## src/rtl/clock_time_ctrl.sv

```systemverilog
// Timekeeping controller: hour/min/sec counters with RUN/SET modes and SET inactivity timeout.
// Optional alarm registers and alarm output enabled by defining CLOCK_TIME_CTRL_ALARM_EN.
module clock_time_ctrl #(
    parameter int unsigned HOUR_MODULO = 24,
    parameter int unsigned SET_TIMEOUT = 30
) (
    input  logic       clk_50MHz,
    input  logic       reset,
    input  logic       tick_1Hz,
    input  logic       btn_mode,
    input  logic       btn_inc,
    output logic [4:0] hour,
    output logic [5:0] min,
    output logic [5:0] sec,
    output logic [2:0] mode,
    output logic       blink,
    output logic       alarm
);

    localparam int unsigned HOUR_W = 5;
    localparam int unsigned MIN_W  = 6;
    localparam int unsigned CNT_W  = 8;

    localparam logic [HOUR_W-1:0] HOUR_LAST = HOUR_W'(HOUR_MODULO - 1);
    localparam logic [MIN_W-1:0]  MIN_LAST  = MIN_W'(59);
    localparam logic [CNT_W-1:0]  CNT_LAST  = CNT_W'(SET_TIMEOUT - 1);

    typedef enum logic [2:0] {
        S_RUN      = 3'd0,
        S_SET_HOUR = 3'd1,
        S_SET_MIN  = 3'd2,
        S_AL_HOUR  = 3'd3,
        S_AL_MIN   = 3'd4
    } state_t;

    state_t             state_q, state_d;
    logic [HOUR_W-1:0]  hour_q, hour_d;
    logic [MIN_W-1:0]   min_q, min_d;
    logic [MIN_W-1:0]   sec_q, sec_d;
    logic               blink_q, blink_d;
    logic [CNT_W-1:0]   cnt_q, cnt_d;

    logic [HOUR_W-1:0]  hour_inc;
    logic [MIN_W-1:0]   min_inc;
    logic [MIN_W-1:0]   sec_inc;

`ifdef CLOCK_TIME_CTRL_ALARM_EN
    logic [HOUR_W-1:0]  al_hour_q, al_hour_d;
    logic [MIN_W-1:0]   al_min_q, al_min_d;
    logic               armed_q, armed_d;
    logic               alarm_q, alarm_d;
`endif

    assign hour_inc = (hour_q == HOUR_LAST) ? '0 : hour_q + HOUR_W'(1);
    assign min_inc  = (min_q == MIN_LAST) ? '0 : min_q + MIN_W'(1);
    assign sec_inc  = (sec_q == MIN_LAST) ? '0 : sec_q + MIN_W'(1);

    // Next-state and next-value logic for mode sequencing, counting and editing
    always_comb begin
        state_d = state_q;
        hour_d  = hour_q;
        min_d   = min_q;
        sec_d   = sec_q;
        blink_d = blink_q;
        cnt_d   = cnt_q;
`ifdef CLOCK_TIME_CTRL_ALARM_EN
        al_hour_d = al_hour_q;
        al_min_d  = al_min_q;
        armed_d   = armed_q;
        alarm_d   = 1'b0;
`endif
        if (state_q == S_RUN) begin
            if (tick_1Hz) begin
                sec_d = sec_inc;
                if (sec_q == MIN_LAST) begin
                    min_d = min_inc;
                    if (min_q == MIN_LAST) hour_d = hour_inc;
                end
            end
            if (btn_mode) begin
                state_d = S_SET_HOUR;
                blink_d = 1'b1;
                cnt_d   = '0;
            end
`ifdef CLOCK_TIME_CTRL_ALARM_EN
            else if (btn_inc && alarm_q) begin
                armed_d = 1'b0;
            end
`endif
        end else begin
            if (tick_1Hz) begin
                blink_d = ~blink_q;
                cnt_d   = cnt_q + CNT_W'(1);
            end
            // Any button activity restarts the inactivity window, even on a tick cycle
            if (btn_mode || btn_inc) cnt_d = '0;
            if (btn_mode) begin
                case (state_q)
                    S_SET_HOUR: state_d = S_SET_MIN;
                    S_SET_MIN: begin
                        sec_d = '0;
`ifdef CLOCK_TIME_CTRL_ALARM_EN
                        state_d = S_AL_HOUR;
`else
                        state_d = S_RUN;
`endif
                    end
`ifdef CLOCK_TIME_CTRL_ALARM_EN
                    S_AL_HOUR: state_d = S_AL_MIN;
                    S_AL_MIN: begin
                        state_d = S_RUN;
                        armed_d = 1'b1;
                    end
`endif
                    default: state_d = S_RUN;
                endcase
            end else if (btn_inc) begin
                case (state_q)
                    S_SET_HOUR: hour_d = hour_inc;
                    S_SET_MIN:  min_d  = min_inc;
`ifdef CLOCK_TIME_CTRL_ALARM_EN
                    S_AL_HOUR:  al_hour_d = (al_hour_q == HOUR_LAST) ? '0 : al_hour_q + HOUR_W'(1);
                    S_AL_MIN:   al_min_d  = (al_min_q == MIN_LAST) ? '0 : al_min_q + MIN_W'(1);
`endif
                    default: ;
                endcase
            end else if (tick_1Hz && (cnt_q == CNT_LAST)) begin
                state_d = S_RUN;
                cnt_d   = '0;
            end
            if (state_d == S_RUN) blink_d = 1'b0;
        end
`ifdef CLOCK_TIME_CTRL_ALARM_EN
        // Uses the post-clear armed value so an acknowledge drops alarm on the next cycle
        alarm_d = armed_d && (state_q == S_RUN) && (hour_q == al_hour_q) && (min_q == al_min_q);
`endif
    end

    always_ff @(posedge clk_50MHz or posedge reset) begin
        if (reset) begin
            state_q <= S_RUN;
            hour_q  <= '0;
            min_q   <= '0;
            sec_q   <= '0;
            blink_q <= 1'b0;
            cnt_q   <= '0;
`ifdef CLOCK_TIME_CTRL_ALARM_EN
            al_hour_q <= '0;
            al_min_q  <= '0;
            armed_q   <= 1'b0;
            alarm_q   <= 1'b0;
`endif
        end else begin
            state_q <= state_d;
            hour_q  <= hour_d;
            min_q   <= min_d;
            sec_q   <= sec_d;
            blink_q <= blink_d;
            cnt_q   <= cnt_d;
`ifdef CLOCK_TIME_CTRL_ALARM_EN
            al_hour_q <= al_hour_d;
            al_min_q  <= al_min_d;
            armed_q   <= armed_d;
            alarm_q   <= alarm_d;
`endif
        end
    end

    assign hour  = hour_q;
    assign min   = min_q;
    assign sec   = sec_q;
    assign mode  = state_q;
    assign blink = blink_q;
`ifdef CLOCK_TIME_CTRL_ALARM_EN
    assign alarm = alarm_q;
`else
    assign alarm = 1'b0;
`endif

endmodule
```

## config.mk

```make
export PLATFORM = sky130hd
export DESIGN_NAME = clock_time_ctrl
export DESIGN_NICKNAME = d
export VERILOG_FILES = /design/src/rtl/clock_time_ctrl.sv
export SDC_FILE = /design/constraint.sdc
export NUM_CORES = 1
export LEC_CHECK = 0
export ABC_CLOCK_PERIOD_IN_PS = 1900
export CORE_ASPECT_RATIO = 2
export CORE_MARGIN = 5
export CORE_UTILIZATION = 48
export CTS_CLUSTER_SIZE = 20
export DETAILED_ROUTE_END_ITERATION = 10
export GPL_ROUTABILITY_DRIVEN = 0
export PLACE_DENSITY = 0.8
export SETUP_SLACK_MARGIN = 0.1
export SKIP_CTS_REPAIR_TIMING = 1
export SLEW_MARGIN = 20
export SYNTH_ARGS = -nofsm -noshare
export SYNTH_HDL_FRONTEND = slang
export SYNTH_SLANG_ARGS = --single-unit
```

## constraint.sdc

```tcl
create_clock -name clk_50MHz -period 1.9 [get_ports clk_50MHz]
set_clock_uncertainty 0.1 [all_clocks]
set_input_delay 0.475 -clock clk_50MHz [delete_from_list [all_inputs] [get_ports clk_50MHz]]
set_output_delay 0.475 -clock clk_50MHz [all_outputs]
set_load 0.05 [all_outputs]
```

==> impl_metrics.csv <==
group,metric,value,unit
clock_tree,cts_root_buffer,"clkbuf_8",
power,powerDensity,1300,nW/µm²
synth,syn_area,1730,µm²
synth,ys_types,58,
place,portBuffers,25,
synth,avgSynthCellArea,10.2,µm²
synth,synth_seq_area_share,41.9,%
clock_tree,cts_sinks,29,
drt,drt_iter0_markers,50,
worst_setup_path,worstReg2RegEnd,"cnt_q[7]$_DFFE_PP0P_",
clock_tree,clk_path_buf_depth,2,
sta,fin_ws,-0.0397,ns
cells_and_area,final_common_cell,"buf_4",
worst_setup_path,path_class,"reg2reg",
synth,ys_warn_count,0,
worst_setup_path,cp-startpoint,"cnt_q[1]$_DFFE_PP0P_",
sta,hold_viol_final,0,
cells_and_area,areaGrowthSynthToFinish,57.6,%
drt,ant_nets,0,
die,rows,31,
synth,ys.flop_type,"dfrtp_1",
drt,vias_per_cell,5.88,
die,dieArea,4980,µm²
global_routing,grt_pass1_vias,1668,
sta,fin_crit_sh,102,%
worst_setup_path,r2r_cells,7,
synth,synthCells,169,
drt,num_vias,1670,
cells_and_area,n_antenna_cell,0,
sta,rsz0062_at_grt,"true",
synth,synth_fp_nets,179,
clock_tree,clkTransAtPathRegs,0.07,ns
synth,synthTopCellsByArea,"dfrtp_1, ha_1, nand2_1",
die,fp.dieH,94.9,µm
hold_path,hold_path.class,"in2async",
drt,routed_wl,5210,µm
cells_and_area,drive_gt1_share,48.1,%
drt,drc,0,
drt,dr.pass1.iters,4,
worst_setup_path,arrival,2.05,ns
job,drv_cap,0,
synth,async_flop_share,100,%
power,power_leakage,1.21,nW
worst_setup_path,critPathRequiredTime,2.01,ns
global_routing,gr-usage-all-layers,21.0,%
cells_and_area,final_cell_mix,"buf_4, dfrtp_1, nand2_1",
place,place_ws,-0.479,ns
global_routing,grt_pass1_wl,7690,µm
sta,finalSetupViolations,3,
worst_setup_path,endpoint_kind,"flop",
synth,synth_edf_count,0,
drt,wire_per_inst,18.3,µm
place,dp.final_hpwl,3550,µm
die,core-area,3570,µm²
sta,min_period,1.94,ns
synth,synth_largest_area_cell,"dfrtp_1",
run_status,violations,"setup timing",
clock_tree,cts_made_buffers,5,
worst_setup_path,r2r_setup_slack,-0.04,ns
clock_tree,h-tree-depth,2,
global_routing,antenna_found_initial,0,
cells_and_area,design_area,2730,µm²
sta,timing.hold.ws,0.448,ns
die,start_util,48.5,%
cells_and_area,utilization,76.4,%
sta,maxSlewViolCount,0,
clock_tree,tritoncts,"done",
place,place_area,2420,µm²
run_status,status,"finished, violations left",
worst_setup_path,crit_chain,"inv_2 -> ha_4 -> and4bb_4 -> a2111oi_4 -> buf_6 -> a41oi_2 -> a31oi_1",
worst_setup_path,cp_max_fo,8,
sta,max_freq,516,MHz
die,die_w,52.5,µm
worst_setup_path,cp_slowest_cell,"a2111oi_4",
worst_setup_path,startpoint_type,"flop",
worst_setup_path,rr_startpoint,"cnt_q[1]$_DFFE_PP0P_",
power,ir_worst_vdd,1.22,mV
worst_setup_path,critical_path.max_stage_delay,0.47,ns
cells_and_area,nets,244,
synth,ys_seq_elements,29,
global_routing,grt_max_degree,30,
die,io_pins,27,
clock_tree,clk_latency,0.29,ns
synth,synth_top_area_share,41.9,%
global_routing,grt.overflow.total,0,
## stage by stage
step	total power [W]	setup TNS, ns	std cells
CTS	0.00337	-1.15	278
global placement	0.00262	-6.87	270
finish	0.00354	-0.0605	284
detailed placement	0.00269	-8.05	270
floorplan	0.00191	-0.485	169
global route	0.00372	-0.540	284
## kinds of logic (layout without fill, tap and decap cells)
kind of cell               count (synthesis)  in the layout  synth area share, %
buffers and inverters                     13             79                 4.34
other                                      1              1                0.217
AOI/OAI and AO/OA                         49             49                 22.9
DFF                                       29             29                 41.9
and+or+nand+nor                           64             64                 21.6
muxes                                      7              7                 4.92
adders and majority gates                  5              5                 3.62
xor gates and xnor gates                   1              1                0.506
## per-layer routing
metal	track usage, %	vias to the layer above	wire length [µm]
li1	-	765	-
met1	20.6	838	1800
met2	38.8	49	3020
met3	5.69	18	191
met4	10.0	0	190
met5	0	-	0
## Yosys cell counts (all sizes together), types with 2 or more instances
master and n:
buf 4, o21ai 8, nor2 10, a31oi 7, o41ai 4, dfrtp 29
a41oi 2, a22o 4, nand2 16, mux2 6, nand2b 5, inv 7
a21oi 6, and4 2, clkbuf 2, and3 4, nand3 7, nor3b 2
and4b 2, nand3b 2, a21o 3, nor2b 2, ha 5, or3 3
## flip-flops by register name, indices dropped and copies added (netlist names)
signal / flops
cnt_q: 8
min: 6
sec: 6
hour: 5
mode: 3
blink: 1
## cell type report
type | count | area, µm²
Clock buffer | 7 | 86.3
Clock inverter | 1 | 30.0
Fill cell | 239 | 842
Inverter | 7 | 26.3
Multi-Input combinational cell | 127 | 1090
Sequential cell | 29 | 737
Tap cell | 49 | 61.3
Timing Repair Buffer | 64 | 697
## report_power, final
part | total (W) | leakage, nW | switching, W | internal, W
registers | 0.000924 | 0.375 | 0.000167 | 0.000757
logic | 0.00195 | 0.778 | 0.00105 | 0.000901
clock network | 0.000671 | 0.0585 | 0.000244 | 0.000427
total | 0.00354 | 1.21 | 0.00146 | 0.00209
## how the worst max path moves through the flow
stage	end	slack, ns	cells past startpoint
after detailed placement	hour[4]$_DFFE_PP0P_	-0.48	6
after global placement	cnt_q[7]$_DFFE_PP0P_	-0.38	6
after floorplan	hour[0]$_DFFE_PP0P_	-0.16	6
after CTS	hour[4]$_DFFE_PP0P_	-0.18	6
after global routing	cnt_q[7]$_DFFE_PP0P_	-0.10	7
final	cnt_q[7]$_DFFE_PP0P_	-0.04	7
## critical path, delay by kind of cell, from the launching register on
kind,cells,cell delay (ns)
adder cells (fa/ha/maj),1,0.15
flip-flops,1,0.38
AO/OA/AOI/OAI,3,0.74
AND/OR/NAND/NOR,1,0.21
buffers and inverters,2,0.27
(Power assumes the default switching activity.)
==> edit, RTL diff (same flow settings) <==
One comparison of `cnt_q` changes from == to >=.
--- a/src/rtl/clock_time_ctrl.sv
+++ b/src/rtl/clock_time_ctrl.sv
@@ -124,7 +124,7 @@
 `endif
                     default: ;
                 endcase
-            end else if (tick_1Hz && (cnt_q == CNT_LAST)) begin
+            end else if (tick_1Hz && (cnt_q >= CNT_LAST)) begin
                 state_d = S_RUN;
                 cnt_d   = '0;
             end
Check against the original RTL: no difference found for any inputs over 4 cycles, from zero or initial values and one cycle with reset high; that may be too few to reach the edited logic, so the function may still have changed.
==> edit against the unedited design <==
Design area shrank 8.2%. Routed wire length shrank 9.7%. Setup slack gained 0.17 ns. Synthesized cell count grew 5.3%. Global-route usage shrank 0.18 points. Sequential cell count is the same. First-iteration DRC count grew 18%. Highest routed layer unchanged. Critical path type unchanged. Cell count shrank 7.4%. Area after synthesis shrank 3.8%. Power shrank 4.5%.
==> edit: results <==
metrics = {
    "status": {
        "status": "finished clean",
    },
    "finish": {
        "inv_count": 9,
        "seq_share_pct": 29.5,
        "drive_gt1_share_pct": 40.3,
        "clock_area_share_pct": 3.60,
        "nonClkBufAreaFrac_pct": 22.0,
        "clkbuf_count": 8,
        "multi_input_area_share_pct": 42.0,
        "nets": 241,
        "buffers_excl_clock": 51,
    },
    "global_route": {
        "grt_pass1_wl_mm": 7.56,
        "grt_usage_pct": 20.9,
        "grt_pass1_vias": 1698,
    },
    "critical_path": {
        "path_delay_family": "simple AND/OR/NAND/NOR gates",
        "slowest_delay_ns": 0.54,
        "timing.rr.start": "cnt_q[0]$_DFFE_PP0P_",
        "critPathArrivalTime_ns": 1.88,
        "cp_slowest_cell": "or4_4",
        "crit_fanout": 3,
    },
    "power_and_ir_drop": {
        "p_leak_nw": 1.16,
        "combPwrFrac_pct": 55.7,
        "pwr-share-seq_pct": 28.8,
        "p_int_mw": 1.93,
        "ir_drop_mv": 0.933,
    },
    "place": {
        "preCtsSetupSlack_ns": -0.365,
    },
    "routing": {
        "drtIter0Drc": 59,
        "vias": 1613,
    },
    "timing": {
        "hold_slack_ns": 0.446,
        "fmax_mhz": 567,
    },
    "logic_synthesis": {
        "yosys-top-cells-area": "dfrtp_1 44%, ha_1 4.5%, mux2_1 4.1%",
    },
}
edit: layer usage:
metal,part of all wire [%],up-vias,track usage [%]
li1,-,755,-
met1,34,775,19.7
met2,57,63,40.2
met3,4.1,20,3.67
met4,4.5,0,10.7
met5,0,-,0
edit: kinds of logic (layout without fill, tap and decap cells):
| group | count (synthesis) | count (layout) | synth area share (%) |
|---|---|---|---|
| muxes | 7 | 7 | 4.66 |
| buffers and inverters | 15 | 68 | 3.83 |
| other | 1 | 1 | 0.225 |
| and+or+nand+nor | 73 | 73 | 24.3 |
| adders and majority gates | 6 | 6 | 4.51 |
| AOI/OAI and AO/OA | 46 | 46 | 18.3 |
| xor gates and xnor gates | 1 | 1 | 0.526 |
| DFF | 29 | 29 | 43.6 |
edit: worst min path at each step:
stage	from	endpoint	slack, ns	cells after the start
finish	cnt_q[6]$_DFFE_PP0P_	cnt_q[6]$_DFFE_PP0P_	0.45	1
detailed placement	cnt_q[6]$_DFFE_PP0P_	cnt_q[6]$_DFFE_PP0P_	0.41	1
CTS	cnt_q[6]$_DFFE_PP0P_	cnt_q[6]$_DFFE_PP0P_	0.43	1
global placement	cnt_q[7]$_DFFE_PP0P_	cnt_q[7]$_DFFE_PP0P_	0.40	1
global route	cnt_q[7]$_DFFE_PP0P_	cnt_q[7]$_DFFE_PP0P_	0.48	1
floorplan	cnt_q[7]$_DFFE_PP0P_	cnt_q[7]$_DFFE_PP0P_	0.38	1
edit: stage by stage:
stage / cell area [um^2] / std cells
5_1_grt: 2500 / 263
6_report: 2500 / 263
3_5_place_dp: 2280 / 253
2_1_floorplan: 1740 / 178
3_3_place_gp: 2280 / 253
4_1_cts: 2370 / 261
